### config.mk
export PLATFORM = sky130hd
export DESIGN_NAME = automata_row_sequencer
export DESIGN_NICKNAME = d
export VERILOG_FILES = /design/src/rtl/automata_row_sequencer_pkg.sv /design/src/rtl/automata_row_sequencer_row_addr_gen.sv /design/src/rtl/automata_row_sequencer.sv
export SDC_FILE = /design/constraint.sdc
export NUM_CORES = 1
export LEC_CHECK = 0
export BUFFER_PORTS_ARGS = -buffer_cell sky130_fd_sc_hd__buf_2
export CORE_MARGIN = 3
export CORE_UTILIZATION = 40
export DETAILED_ROUTE_END_ITERATION = 7
export HOLD_SLACK_MARGIN = 0.12
export PLACE_DENSITY = 0.69
export SLEW_MARGIN = 20
export SYNTH_ARGS = -nofsm -noshare
export SYNTH_HDL_FRONTEND = slang
export SYNTH_SLANG_ARGS = --single-unit
export TNS_END_PERCENT = 10
### constraint.sdc
create_clock -name clk -period 4.52 [get_ports clk]
set_input_delay 0.678 -clock clk [delete_from_list [all_inputs] [get_ports clk]]
set_output_delay 0.678 -clock clk [all_outputs]
set_load 0.05 [all_outputs]
### src/rtl/automata_row_sequencer_pkg.sv
// Shared types and widths for the automaton row sequencer.
package automata_row_sequencer_pkg;
   localparam int CELL_W = 20;
   localparam int WIN_W  = 22;

   typedef enum logic [2:0] {
      S_IDLE  = 3'd0,
      S_CLR   = 3'd1,
      S_FETCH = 3'd2,
      S_SHIFT = 3'd3,
      S_HOLD  = 3'd4,
      S_FLUSH = 3'd5,
      S_DONE  = 3'd6
   } state_e;
endpackage

### src/rtl/automata_row_sequencer_row_addr_gen.sv
// Word counter and cell-memory address generator for one automaton row.
// pre selects the last word (toroidal pre-fetch); k == WORDS_PER_ROW wraps the word back to 0.
module row_addr_gen #(
   parameter int WORDS_PER_ROW = 32,
   parameter int ADDR_W        = 10,
   parameter int K_W           = $clog2(WORDS_PER_ROW + 1)
) (
   input  logic              clk,
   input  logic              clear,
   input  logic              load,
   input  logic              inc,
   input  logic              pre,
   input  logic [ADDR_W-1:0] base,
   output logic [K_W-1:0]    k,
   output logic              k_end,
   output logic [ADDR_W-1:0] addr
);
   logic [ADDR_W-1:0] base_q;
   logic [K_W-1:0]    word;

   always_ff @(posedge clk) begin
      if (clear) begin
         base_q <= '0;
         k      <= '0;
      end else if (load) begin
         base_q <= base;
         k      <= '0;
      end else if (inc) begin
         k <= k + K_W'(1);
      end
   end

   assign k_end = (k == K_W'(WORDS_PER_ROW));

   always_comb begin
      word = k;
      if (pre)
         word = K_W'(WORDS_PER_ROW - 1);
      else if (k_end)
         word = '0;
   end

   // Address arithmetic is allowed to wrap modulo 2^ADDR_W.
   assign addr = base_q + ADDR_W'(word);
endmodule

### src/rtl/automata_row_sequencer.sv
// Sequences one automaton row through an external shift buffer, presenting one 22-bit window per word.
// Build option ROW_WRAP_EN: toroidal row (last word pre-loaded, word 0 re-read as flush word).
//
// state   | meaning
// IDLE    | waiting for start
// CLR     | clearing the shift buffer
// FETCH   | reading a cell word from memory
// SHIFT   | shifting the fetched word into the buffer
// HOLD    | window valid, waiting for win_ready
// FLUSH   | shifting the word beyond the row end
// DONE    | one-cycle completion pulse
module automata_row_sequencer
   import automata_row_sequencer_pkg::*;
#(
   parameter int WORDS_PER_ROW = 32,
   parameter int ADDR_W        = 10
) (
   input  logic              clk,
   input  logic              clear,
   input  logic              start,
   input  logic [ADDR_W-1:0] row_base,
   output logic              rd_en,
   output logic [ADDR_W-1:0] rd_addr,
   input  logic [CELL_W-1:0] rd_data,
   output logic              buf_clear,
   output logic              buf_shift,
   output logic [CELL_W-1:0] buf_din,
   output logic              win_valid,
   input  logic              win_ready,
   output logic [ADDR_W-1:0] win_index,
   output logic              busy,
   output logic              done
);
   localparam int K_W = $clog2(WORDS_PER_ROW + 1);

`ifdef ROW_WRAP_EN
   localparam bit WRAP_EN = 1'b1;
`else
   localparam bit WRAP_EN = 1'b0;
`endif

   state_e            state;
   logic [K_W-1:0]    k;
   logic              k_end;
   logic              k_lt;
   logic [ADDR_W-1:0] addr;
   logic [ADDR_W-1:0] idx_q;
   logic              pre_q;
   logic              last_q;
   logic [CELL_W-1:0] flush_word;

   row_addr_gen #(
      .WORDS_PER_ROW (WORDS_PER_ROW),
      .ADDR_W        (ADDR_W),
      .K_W           (K_W)
   ) u_addr_gen (
      .clk   (clk),
      .clear (clear),
      .load  (state == S_IDLE && start),
      .inc   (state == S_SHIFT && !pre_q),
      .pre   (pre_q),
      .base  (row_base),
      .k     (k),
      .k_end (k_end),
      .addr  (addr)
   );

   assign k_lt = (k < K_W'(WORDS_PER_ROW));

   always_ff @(posedge clk) begin
      if (clear) begin
         state  <= S_IDLE;
         idx_q  <= '0;
         pre_q  <= 1'b0;
         last_q <= 1'b0;
      end else begin
         case (state)
            S_IDLE: begin
               last_q <= 1'b0;
               if (start)
                  state <= S_CLR;
            end
            S_CLR: begin
               pre_q <= WRAP_EN;
               state <= S_FETCH;
            end
            // In toroidal mode the fetch at k == WORDS_PER_ROW is the word-0 flush read.
            S_FETCH: state <= (WRAP_EN && k_end) ? S_FLUSH : S_SHIFT;
            S_SHIFT: begin
               if (pre_q) begin
                  pre_q <= 1'b0;
                  state <= S_FETCH;
               end else if (k == '0) begin
                  state <= S_FETCH;
               end else begin
                  idx_q <= ADDR_W'(k - K_W'(1));
                  state <= S_HOLD;
               end
            end
            S_HOLD: begin
               if (win_ready) begin
                  if (last_q)
                     state <= S_DONE;
                  else if (k_lt || WRAP_EN)
                     state <= S_FETCH;
                  else
                     state <= S_FLUSH;
               end
            end
            S_FLUSH: begin
               last_q <= 1'b1;
               idx_q  <= ADDR_W'(WORDS_PER_ROW - 1);
               state  <= S_HOLD;
            end
            S_DONE:  state <= S_IDLE;
            default: state <= S_IDLE;
         endcase
      end
   end

`ifdef ROW_WRAP_EN
   assign flush_word = rd_data;
`else
   assign flush_word = '0;
`endif

   assign rd_en     = (state == S_FETCH);
   assign rd_addr   = rd_en ? addr : '0;
   assign buf_clear = (state == S_CLR);
   assign buf_shift = (state == S_SHIFT) || (state == S_FLUSH);
   assign buf_din   = (state == S_SHIFT) ? rd_data :
                      (state == S_FLUSH) ? flush_word : '0;
   assign win_valid = (state == S_HOLD);
   assign win_index = win_valid ? idx_q : '0;
   assign busy      = (state != S_IDLE);
   assign done      = (state == S_DONE);
endmodule

==> results of run 1 <==
[worst max-delay path by stage]
| stage | slack (ns) | cells past startpoint | endpoint | start |
|---|---|---|---|---|
| 6_report | 0.48 | 11 | rd_addr[9] | u_addr_gen.k[0]$_SDFFE_PP0P_ |
| 5_1_grt | 0.15 | 11 | rd_addr[7] | u_addr_gen.k[0]$_SDFFE_PP0P_ |
| 4_1_cts | 0.45 | 11 | rd_addr[9] | u_addr_gen.k[0]$_SDFFE_PP0P_ |
| 3_5_place_dp | 0.77 | 11 | rd_addr[9] | u_addr_gen.k[0]$_SDFFE_PP0P_ |
| 3_3_place_gp | 0.87 | 11 | rd_addr[9] | u_addr_gen.k[0]$_SDFFE_PP0P_ |
| 2_1_floorplan | 0.66 | 10 | rd_addr[9] | u_addr_gen.k[0]$_SDFFE_PP0P_ |
[flip-flops by register name, indices dropped and copies added, names as in the netlist]
register	cells
u_addr_gen.k	6
last_q	1
idx_q	7
state	3
u_addr_gen.base_q	10
[per-layer routing]
layer	vias up	wire, um	GRT usage [%]	share of wire (%)
li1	974	-	-	-
met1	821	2173	22.39	48
met2	62	2083	28.39	46
met3	6	239	2.270	5.2
met4	0	77	6.324	1.7
met5	-	0	0	0
[critical path: cells and delay by family (launching register included)]
kind | cells | cell delay, ns
adders and majority gates | 2 | 0.51
DFF | 1 | 0.36
and+or+nand+nor | 1 | 0.51
buffers and inverters | 3 | 0.48
AOI/OAI and AO/OA | 5 | 1.23
[area by class of cell]
cell class | count | area, um^2
Inverter | 11 | 41.29
Clock buffer | 3 | 41.29
Sequential cell | 27 | 540.5
Clock inverter | 1 | 5.005
Multi-Input combinational cell | 188 | 1195
Timing Repair Buffer | 79 | 395.4
Tap cell | 52 | 65.06
Fill cell | 454 | 2191
[layout by cell type, fill, tap and decap left out, drive strengths merged, types with 5 or more instances in the layout]
master	count
and2	30
nand3	5
ha	8
inv	10
nand2	32
a21oi	16
xor2	5
nor2	14
a211oi	8
buf	79
dfxtp	27
o21ai	7
nor3	10
[cells in the mapped netlist, drive strengths merged (4+ instances only)]
library cell and count:
nor2 14, clkbuf 10, xor2 5, a21oi 16
and2 30, nand2b 4, nor3 10, ha 8
dfxtp 27, o21ai 7, buf 11, nand3 5
a211oi 8, nand2 32, inv 10, nor2b 4
[metrics by stage]
stage               total power (W)  area [um^2]  util [%]  hold WS (ns)
finish                    0.0004792         2283     51.03        0.4672
floorplan                 0.0003171         1893         -        0.4363
detailed placement        0.0003453         2237     50.00        0.4561
global route              0.0005035         2283     51.03        0.4925
global placement          0.0003448         2237     50.00        0.4449
CTS                       0.0004840         2283     51.03        0.4693
[power breakdown]
part	internal (W)	switching [W]	leakage, nW
clock	0.0000619	0.0000779	0.0255
combinational	0.0000298	0.0000560	0.876
sequential	0.000245	0.00000832	0.219
[cells by family (layout without fill, tap and decap cells)]
group                    after synthesis  after routing  share of synthesized area [%]
flip-flops                            27             27                          28.55
AO/OA/AOI/OAI                         50             50                          17.71
XOR/XNOR                               7              7                          3.239
adder cells (fa/ha/maj)                9              9                          6.345
buffers and inverters                 33             94                          8.328
multiplexers                           2              2                          1.058
AND/OR/NAND/NOR                      120            120                          34.77
==> flow_metrics.py, run 1 <==
metrics = {
    "die": {
        "coreArea_mm2": 0.004474,
        "start_util_pct": 42.31,
        "rows": 24,
        "die_h_um": 74.80,
        "io_pins": 80,
        "die-area_mm2": 0.005594,
        "die_w_um": 74.80,
    },
    "yosys": {
        "yosys.area.top_type": "dfxtp_1",
        "ys_seq_elements": 27,
        "synthArstFlopShare_pct": 0,
        "synth_edf_count": 0,
        "postSynthAreaPerCell_um2": 7.633,
        "ys_warn_count": 0,
        "synth_cell_types": 50,
        "synth_top_flop_cell": "dfxtp_1",
        "syn_nets": 291,
        "netlist_area_mm2": 0.001893,
        "synth_area_leaders": "dfxtp_1, and2_1, nand2_1",
        "synth_top_area_share_pct": 28.55,
        "synthCells": 248,
        "ys_seq_area_share_pct": 28.55,
    },
    "grt": {
        "track_usage_pct": 17.01,
        "grt_max_degree": 28,
        "grt_pass1_wl_mm": 7.583,
        "overflow": 0,
        "grt_pass1_vias": 1713,
        "antenna_found_initial": 0,
    },
    "setup_path": {
        "rrSetupSlack_ns": 2.36,
        "rr_endpoint": "state[2]$_SDFFE_PP0P_",
        "slowest_delay_ns": 0.51,
        "reg2reg_depth": 6,
        "endpoint_kind": "output pin",
        "path_class": "reg -> out",
        "regToRegStartpoint": "u_addr_gen.k[0]$_SDFFE_PP0P_",
        "crit_slowest_cell": "or4b_4",
        "path_max_fanout": 6,
        "critPathLaunchType": "flop",
        "worstPathCellList": "inv_1 -> ha_1 -> or4b_4 -> o21ai_0 -> inv_1 -> ha_1 -> a211oi_1 -> o21ai_0 -> a21o_1 -> a21oi_1 -> buf_2",
        "cp.required_ns": 3.84,
        "critPathArrivalTime_ns": 3.36,
    },
    "routing": {
        "drc": 0,
        "antenna_left": 0,
        "wl_per_cell_um": 12.67,
        "drt_first_pass_iters": 4,
        "dr_total_vias": 1863,
        "avgViaCountPerCell": 5.161,
        "routed_wl_mm": 4.573,
        "dr.first_iter.drc_count": 102,
    },
    "clocking": {
        "clock_sink_count": 27,
        "post_cts_buffers": 0,
        "clockBufferDepth": 2,
        "path_clk_slew_ns": 0.10,
        "htreeDepth": 1,
        "clock_latency_ns": 0.28,
        "cts_buffers": 3,
        "cts_hold_buf": 0,
        "cts-root-buf": "clkbuf_8",
        "cts_resized": 0,
        "cts_tree": "yes",
    },
    "power_and_ir_drop": {
        "p_per_area_mw_per_mm2": 209.9,
        "peakVddDrop_mv": 0.1117,
        "power.leakage_nw": 1.121,
    },
    "timing": {
        "tightest_slew_ns": 0.8866,
        "setup_viol": 0,
        "period_minus_slack_ns": 4.043,
        "rsz0062_at_grt": "false",
        "final.setup.worst_slack_ns": 0.4774,
        "hold_viol": 0,
        "fin_setup_tns_ns": 0,
        "clock.fmax_mhz": 247.4,
        "maxSlewViolCount": 0,
        "skew_ns": 0.005481,
        "fin_crit_sh_pct": 89.44,
        "timing.slew.headroom_pct": 40.89,
    },
    "outcome": {
        "status": "complete, no violations",
    },
    "cells_and_area": {
        "fin_cells": 361,
        "area_delta_synth_final_pct": 20.62,
        "final_nets": 353,
        "n_antenna_cell": 0,
        "drive_gt1_share_pct": 28.16,
    },
    "hold_path": {
        "hold_path_class": "reg -> reg",
        "min_path_cells": 2,
        "min_from": "u_addr_gen.base_q[9]$_SDFFE_PP0P_",
        "hold_end": "u_addr_gen.base_q[9]$_SDFFE_PP0P_",
    },
    "job": {
        "drv_cap": 0,
    },
    "placement": {
        "dp_hpwl_mm": 3.485,
        "placed_cells": 357,
        "gp_congestion": 0.7570,
        "portBuffers": 79,
        "post-place-ws_ns": 0.7708,
    },
}
Note: power is estimated with default switching activity, not from simulation.
==> run 2, diff against run 1 <==
==> constraint.sdc (replaced) <==
create_clock -name clk -period 4.52 [get_ports clk]
set_input_delay 0.226 -clock clk [delete_from_list [all_inputs] [get_ports clk]]
set_output_delay 0.226 -clock clk [all_outputs]
set_load 0.05 [all_outputs]
==> flow_metrics.py, run 2 (same netlist as run 1, synthesis figures left out) <==
metrics = {
    "outcome": {
        "status": "complete, no violations",
    },
    "timing": {
        "setup_viol": 0,
        "clock.fmax_mhz": 273.8,
        "hold_viol": 0,
        "tightest_slew_ns": 0.9130,
        "timing.slew.headroom_pct": 39.14,
        "rsz0062_at_grt": "false",
        "maxSlewViolCount": 0,
        "skew_ns": 0.008008,
        "fin_setup_tns_ns": 0,
        "period_minus_slack_ns": 3.652,
        "fin_crit_sh_pct": 80.81,
    },
    "cells_and_area": {
        "layout_commonest_cell": "buf_2",
        "fin_util_pct": 51.09,
        "final.fill_count": 456,
        "top_regs": "u_addr_gen.base_q x10, idx_q x7, u_addr_gen.k x6",
        "area_delta_synth_final_pct": 20.75,
        "n_antenna_cell": 0,
        "top_register": "u_addr_gen.base_q",
        "final_cell_mix": "buf_2, nand2_1, and2_1, dfxtp_1, a21oi_1",
        "largest_register_ffs": 10,
        "final_nets": 353,
        "drive_gt1_share_pct": 28.16,
        "seq_area_um2": 540.5,
        "multiInputGateArea_mm2": 0.001195,
    },
    "setup_path": {
        "critPathArrivalTime_ns": 3.43,
        "cp.required_ns": 4.29,
        "path_class": "reg -> out",
        "endpoint_kind": "output pin",
        "reg2reg_depth": 6,
        "path_max_fanout": 6,
        "critPathLaunchType": "flop",
    },
    "grt": {
        "grt_pass1_wl_mm": 7.507,
        "track_usage_pct": 16.81,
        "grt_max_degree": 28,
        "grt_pass1_vias": 1700,
        "overflow": 0,
        "antenna_found_initial": 0,
    },
    "routing": {
        "dr.first_iter.drc_count": 77,
        "routed_wl_mm": 4.505,
        "drc": 0,
        "antenna_left": 0,
        "dr_total_vias": 1891,
        "wl_per_cell_um": 12.48,
        "avgViaCountPerCell": 5.238,
        "drt_first_pass_iters": 5,
    },
    "hold_path": {
        "min_path_cells": 3,
        "hold_path_class": "in -> reg",
    },
    "clocking": {
        "cts_resized": 0,
        "cts_tree": "yes",
        "path_clk_slew_ns": 0.10,
        "post_cts_buffers": 0,
        "cts-root-buf": "clkbuf_8",
        "clock_latency_ns": 0.28,
        "cts_hold_buf": 0,
        "clock_sink_count": 27,
        "htreeDepth": 1,
        "clockBufferDepth": 2,
        "cts_buffers": 3,
    },
    "die": {
        "die-area_mm2": 0.005594,
        "die_h_um": 74.80,
        "start_util_pct": 42.31,
        "io_pins": 80,
        "coreArea_mm2": 0.004474,
        "die_w_um": 74.80,
        "rows": 24,
    },
    "power_and_ir_drop": {
        "peakVddDrop_mv": 0.1179,
        "p_per_area_mw_per_mm2": 211.3,
        "power.leakage_nw": 1.117,
    },
    "placement": {
        "portBuffers": 79,
        "gp_congestion": 0.7542,
        "dp_hpwl_mm": 3.446,
    },
    "job": {
        "drv_cap": 0,
    },
}
## run 2: cell count changes in the layout (fill, tap and decap cells not counted), sizes merged
cell,delta
clkinvlp,+1
clkinv,-1
## run 2: layer usage
metal  vias to the layer above  global-route usage (%)  wire length (um)
li1                        970                       -                 -
met1                       840                   22.78              2096
met2                        76                   27.12              2041
met3                         5                   2.003               304
met4                         0                   6.917                61
met5                         -                       0                 0
## run 2: critical path, stage by stage (launching register included)
cell      delay (ns)
dfxtp_1         0.36
inv_1           0.11
ha_1            0.23
or4b_4          0.51
o21ai_0         0.32
inv_1           0.08
ha_1            0.29
a211oi_1        0.36
o21ai_0         0.28
a21o_1          0.22
a21oi_1         0.11
buf_2           0.28
## run 2: layout make-up
cell class                 instances  area share [%]
clock buffer                       3           1.806
clock inverter                     1          0.3284
inverter                          11           1.806
multi-input combinational        188           52.27
sequential                        27           23.65
tap                               52           2.846
timing repair buffer              79           17.30
## run 2: report_power, final
part           leakage (nW)  internal (W)   total, W  switching (W)
registers             0.219      0.000245   0.000254     0.00000832
clock network        0.0217     0.0000627   0.000144      0.0000810
logic                 0.876     0.0000298  0.0000856      0.0000558
total                  1.12      0.000338   0.000483       0.000145
## run 2: path summary, 6_finish.rpt
check / from / to / slack (ns)
hold reg to reg: u_addr_gen.base_q[9]$_SDFFE_PP0P_ / u_addr_gen.base_q[9]$_SDFFE_PP0P_ / 0.47
hold / removal: row_base[0] / u_addr_gen.base_q[0]$_SDFFE_PP0P_ / 0.17
setup reg to reg: u_addr_gen.k[0]$_SDFFE_PP0P_ / state[2]$_SDFFE_PP0P_ / 2.33
setup / recovery: u_addr_gen.k[0]$_SDFFE_PP0P_ / rd_addr[9] / 0.87
## run 2: per-stage QoR
step                      setup WS [ns]  power (W)  std cells  hold WS (ns)  cell area, um^2
after floorplan                   1.115  0.0003171        248        0.3048             1893
after global placement            1.314  0.0003448        357        0.4450             2237
after detailed placement          1.206  0.0003451        357        0.4559             2237
after CTS                        0.8681  0.0004892        361        0.1707             2286
after global routing             0.5498  0.0005055        361        0.1805             2286
final                            0.8676  0.0004830        361        0.1743             2286
